--- src/rtl/pkt_word_streamer.sv ---
// pkt_word_streamer
// Captures a whole packet image in a shadow register on pkt_load and plays it
// out MSB-word-first over a valid/ready handshake towards the packet parser.
// An optional idle gap follows every accepted non-final word. Start/end of
// packet are flagged alongside the data, and completed packets are counted.

module pkt_word_streamer #(
    parameter int DATA_W     = 32,
    parameter int PKT_WORDS  = 24,
    parameter int GAP_CYCLES = 1,
    parameter int CNT_W      = 16
) (
    input  logic                           clk,
    input  logic                           rst,
    input  logic [DATA_W*PKT_WORDS-1:0]    pkt_in,
    input  logic                           pkt_load,
    output logic                           pkt_busy,
    output logic [DATA_W-1:0]              data_out,
    output logic                           valid_out,
    input  logic                           ready_in,
    output logic                           sof_out,
    output logic                           eof_out,
    output logic [$clog2(PKT_WORDS)-1:0]   word_idx,
    output logic                           pkt_done,
    output logic [CNT_W-1:0]               pkt_count
);

    localparam int                IDX_W    = $clog2(PKT_WORDS);
    localparam logic [IDX_W-1:0]  LAST_IDX = IDX_W'(PKT_WORDS - 1);
    // The gap counter counts down to zero, so it is loaded with one less than
    // the number of idle cycles wanted.
    localparam logic [3:0]        GAP_LOAD = (GAP_CYCLES > 0) ? 4'(GAP_CYCLES - 1) : 4'd0;

    typedef enum logic [1:0] {
        S_IDLE = 2'd0,
        S_SEND = 2'd1,
        S_GAP  = 2'd2
    } state_t;

    state_t             state_q;
    state_t             state_d;

    // Shadow copy of the packet, one entry per word, entry 0 sent first.
    logic [DATA_W-1:0]  shadow_q [PKT_WORDS];
    logic [IDX_W-1:0]   idx_q;
    logic [3:0]         gap_q;
    logic               done_q;
    logic [CNT_W-1:0]   count_q;

    logic               load_ok;
    logic               xfer;
    logic               last_word;

    // A load is only honoured while idle; loads during a packet are dropped.
    assign load_ok   = (state_q == S_IDLE) && pkt_load;
    // valid_out is high exactly in SEND, so a transfer is SEND plus ready.
    assign xfer      = (state_q == S_SEND) && ready_in;
    assign last_word = (idx_q == LAST_IDX);

    // State register.
    always_ff @(posedge clk or negedge rst) begin
        if (!rst) begin
            state_q <= S_IDLE;
        end else begin
            state_q <= state_d;
        end
    end

    // Next-state decode: IDLE -> SEND on load, SEND -> GAP/SEND/IDLE on a
    // transfer, GAP -> SEND once the programmed idle time has elapsed.
    always_comb begin
        state_d = state_q;
        case (state_q)
            S_IDLE: begin
                if (pkt_load) begin
                    state_d = S_SEND;
                end
            end
            S_SEND: begin
                if (ready_in) begin
                    if (last_word) begin
                        state_d = S_IDLE;
                    end else if (GAP_CYCLES == 0) begin
                        state_d = S_SEND;
                    end else begin
                        state_d = S_GAP;
                    end
                end
            end
            S_GAP: begin
                if (gap_q == 4'd0) begin
                    state_d = S_SEND;
                end
            end
            default: begin
                state_d = S_IDLE;
            end
        endcase
    end

    // Output decode: everything presented to the parser follows from the
    // registered state and word index, so it cannot change while waiting.
    always_comb begin
        valid_out = (state_q == S_SEND);
        pkt_busy  = (state_q != S_IDLE);
        data_out  = valid_out ? shadow_q[idx_q] : '0;
        sof_out   = valid_out && (idx_q == '0);
        eof_out   = valid_out && last_word;
        word_idx  = idx_q;
        pkt_done  = done_q;
        pkt_count = count_q;
    end

    // Capture the packet image so pkt_in is free to change after the load.
    always_ff @(posedge clk or negedge rst) begin
        if (!rst) begin
            for (int k = 0; k < PKT_WORDS; k++) begin
                shadow_q[k] <= '0;
            end
        end else if (load_ok) begin
            for (int k = 0; k < PKT_WORDS; k++) begin
                shadow_q[k] <= pkt_in[DATA_W*(PKT_WORDS-k)-1 -: DATA_W];
            end
        end
    end

    // Word index: restarts on load, advances per transfer, wraps after the
    // final word so the block sits at word 0 while idle.
    always_ff @(posedge clk or negedge rst) begin
        if (!rst) begin
            idx_q <= '0;
        end else if (load_ok) begin
            idx_q <= '0;
        end else if (xfer) begin
            idx_q <= last_word ? '0 : idx_q + IDX_W'(1);
        end
    end

    // Gap counter: armed by a non-final transfer, counts down in GAP only.
    always_ff @(posedge clk or negedge rst) begin
        if (!rst) begin
            gap_q <= 4'd0;
        end else if (xfer && !last_word) begin
            gap_q <= GAP_LOAD;
        end else if ((state_q == S_GAP) && (gap_q != 4'd0)) begin
            gap_q <= gap_q - 4'd1;
        end
    end

    // Completion: one-cycle done pulse and wrapping packet counter, both
    // driven by the handshake of the final word.
    always_ff @(posedge clk or negedge rst) begin
        if (!rst) begin
            done_q  <= 1'b0;
            count_q <= '0;
        end else begin
            done_q <= xfer && last_word;
            if (xfer && last_word) begin
                count_q <= count_q + CNT_W'(1);
            end
        end
    end

endmodule
--- config.mk ---
export PLATFORM = sky130hd
export DESIGN_NAME = pkt_word_streamer
export DESIGN_NICKNAME = d
export VERILOG_FILES = /design/src/rtl/pkt_word_streamer.sv
export SDC_FILE = /design/constraint.sdc
export NUM_CORES = 2
export LEC_CHECK = 0
export BUFFER_PORTS_ARGS = -buffer_cell sky130_fd_sc_hd__buf_2
export CAP_MARGIN = 40
export CORE_AREA = 2 2 326 328
export DETAILED_ROUTE_END_ITERATION = 8
export DIE_AREA = 0 0 328 330
export PLACE_DENSITY = 0.62
export SLEW_MARGIN = 20
export SYNTH_ARGS = -nofsm -noshare
export SYNTH_HDL_FRONTEND = slang
export SYNTH_SLANG_ARGS = --single-unit
--- constraint.sdc ---
create_clock -name clk -period 3.44 [get_ports clk]
set_input_delay 0.344 -clock clk [delete_from_list [all_inputs] [get_ports clk]]
set_output_delay 0.344 -clock clk [all_outputs]
set_load 0.005 [all_outputs]
==> flow_metrics.py <==
metrics = {
    "status": {
        "status": "finished clean",
    },
    "logic_synthesis": {
        "synth-edff-count": 0,
        "synth_top_cell_by_area": "dfrtp_1",
        "synth.area.top_cells": "dfrtp_1, mux2_2, mux4_2, mux2i_1, mux2_1",
        "synth.top_cell.area_share_pct": 55.16,
        "synth_area_per_cell_um2": 15.55,
        "synth_cell_type_count": 49,
        "syn_nets": 3099,
        "syn_area_um2": 36110,
        "yosysWarningCount": 0,
        "yosysSeqAreaShare_pct": 55.16,
        "async_reset_ff_share_pct": 100.0,
        "synthFlopType": "dfrtp_1",
        "ys_ff_latch": 796,
        "syn_inst": 2323,
    },
    "timing": {
        "skew_ns": 0.01277,
        "max-slew-margin-rel_pct": 43.33,
        "fmax_ghz": 0.2952,
        "worst_slew_pin_slew_ns": 0.8501,
        "worst_slack_ns": 0.05237,
        "fin_tns_setup_ns": 0,
        "report.final.slew_viol_count": 0,
        "finalHoldViolations": 0,
        "rsz0062_at_grt": "yes",
        "period_share_pct": 98.48,
        "finalSetupViolations": 0,
        "min_period_ns": 3.388,
    },
    "final_layout": {
        "drive_above_1_share_pct": 53.07,
        "area_delta_synth_final_pct": 50.22,
        "nNetsFinal": 4784,
        "fin_cells": 5493,
        "layout_common_cells": "buf_2, dfrtp_1, mux2_2",
        "mostFrequentLayoutCell": "buf_2",
    },
    "clock_tree": {
        "cts-root-buf": "clkbuf_16",
        "clk_latency_ns": 0.66,
        "clk_pin_slew_worst_paths_ns": 0.06,
        "h-tree-depth": 3,
        "cts_tree": "done",
        "cts_buffer_depth": 3,
        "cts_inserted_buffers": 89,
        "clock-sinks": 796,
    },
    "placed_design": {
        "dp_worst_setup_slack_ns": -0.03349,
        "dpl.hpwl_mm": 100.8,
        "port_buffers": 829,
        "routabilityCongestion": 0.8653,
        "dp.cells": 4490,
    },
    "global_routing": {
        "grt_pass1_vias": 30740,
        "gr-total-overflow": 0,
        "top_usage_layer": "met2",
        "grt_usage_pct": 26.21,
        "antenna_found_initial": 34,
        "grt_pass1_wl_mm": 206.2,
        "use_met2_pct": 42.19,
        "globalRouteMet3Util_pct": 4.642,
        "grtUsageMet1_pct": 33.40,
        "grt_max_degree": 100,
    },
    "setup_path": {
        "critical_path.endpoint_type": "output port",
        "cp.required_ns": 3.10,
        "crit_type": "flip-flop to output port",
        "crit_chain": "buf_4, buf_6, mux2i_1, o22ai_1, a211oi_4, a21oi_4, buf_2",
        "start_kind": "flip-flop",
        "path_buf_inv": 3,
        "slowest_delay_ns": 0.55,
        "crit_slowest_cell": "dfrtp_4",
        "arrival_ns": 3.04,
        "critical_path.top_delay_family": "compound AO/OA/AOI/OAI gates",
        "worst-path-max-fanout": 14,
    },
    "detailed_routing": {
        "avgRoutedWirePerCell_um": 26.49,
        "drtIter0Drc": 1794,
        "via_per_inst": 5.171,
        "drcViolationCount": 0,
        "vias": 28410,
        "ant_nets": 0,
        "wirelength_mm": 145.5,
        "dr.pass1.iters": 4,
    },
    "floorplan": {
        "core_region_area_um2": 104700,
        "dieArea_um2": 108200,
        "die_h_um": 330,
        "row_count": 119,
        "die-width_um": 328,
        "io_pins": 830,
        "start_util_pct": 34.50,
    },
    "pwr": {
        "power_density_nw_per_um2": 876.5,
        "p_leak_uw": 0.02344,
        "peakVddDrop_v": 0.0005050,
    },
    "hold_path": {
        "hp-class": "primary input to asynchronous set/reset pin",
    },
    "run": {
        "max_cap_violations": 0,
    },
}
path summary, 6_finish.rpt:
kind | from | to | slack [ns] | depth (start not counted)
max reg2reg | word_idx[1] | pkt_count[7] | 0.79 | 8
min | rst | shadow_q[524] | 0.32 | 2
min reg2reg | pkt_count[15] | pkt_count[15] | 0.48 | 1
max in group asynchronous | rst | shadow_q[508] | 2.01 | 3
max | word_idx[0] | data_out[13] | 0.05 | 7
min in group clk | pkt_in[350] | shadow_q[350] | 0.43 | 3
cells by family (layout without fill, tap and decap cells):
logic type	count (synthesis)	after routing	share of synthesized area, %
fa+ha+maj	4	4	0.1386
other cells	0	28	0
compound gates	200	200	4.068
simple gates	100	100	1.441
buf+inv	178	1929	2.969
mux	1026	1026	35.76
xor+xnor	19	19	0.4608
flops	796	796	55.16
what timing repair did:
item                                   4_1_cts  5_1_grt
endpoints found under the hold margin      821        0
gates resized for setup                    110       26
hold buffers                               772        0
cloned                                       3        3
setup endpoints to repair                   30       19
pin swaps                                   13       13
setup buffers                               21       20
flip-flops by register name, indices dropped and copies added (netlist names):
signal and cells:
state_q 2, gap_q 4, shadow_q 768, word_idx 5, pkt_done 1, pkt_count 16
layer usage:
metal  part of all wire [%]  routed length [µm]
met5                  0.048                  70
met4                    6.0                8750
met3                    5.1                7463
met2                     48               69220
met1                     41               60000
metrics by stage:
step	instance area [µm²]	hold WS (ns)	util, %	total power [µW]
after floorplan	36110	0.04841	-	28100
after detailed placement	42280	0.4290	40.39	35350
after CTS	53790	0.3007	51.39	47070
final	54250	0.3153	51.83	47550
after global placement	42270	0.4320	40.38	35040
after global routing	54230	0.3559	51.81	49780
worst reg2reg max path, stage by stage, from the launching register on:
cell and delay [ns]:
dfrtp_4 0.43, buf_4 0.16, buf_4 0.14, buf_6 0.28, ha_1 0.30, nand4b_2 0.22
nor4_2 0.65, nand4_1 0.20, xnor2_1 0.15
cells in the mapped netlist (25+ instances only):
| master | number |
|---|---|
| mux4_2 | 128 |
| o22ai_1 | 30 |
| dfrtp_1 | 796 |
| a21oi_1 | 33 |
| buf_2 | 78 |
| mux2i_1 | 64 |
| mux2_1 | 51 |
| mux2_2 | 783 |
| buf_4 | 49 |
| nand2_1 | 39 |
| a22oi_1 | 64 |
| clkbuf_1 | 25 |
area by class of cell:
class	count	area (µm²)
flip-flops and latches	796	19930
fillers	8430	50420
repair buffers	1766	13780
multi-input cells	1349	15710
inverters	6	22.52
diodes	28	70.07
clock inverters	20	239.0
clock buffers	137	2753
well taps	1391	1740
power by group:
group          internal [µW]  switching [µW]
Clock                   5850            3970
Combinational          11100            9640
Sequential             14100            2890
Total                  31000           16500
Power figures use the tool's default switching activity.
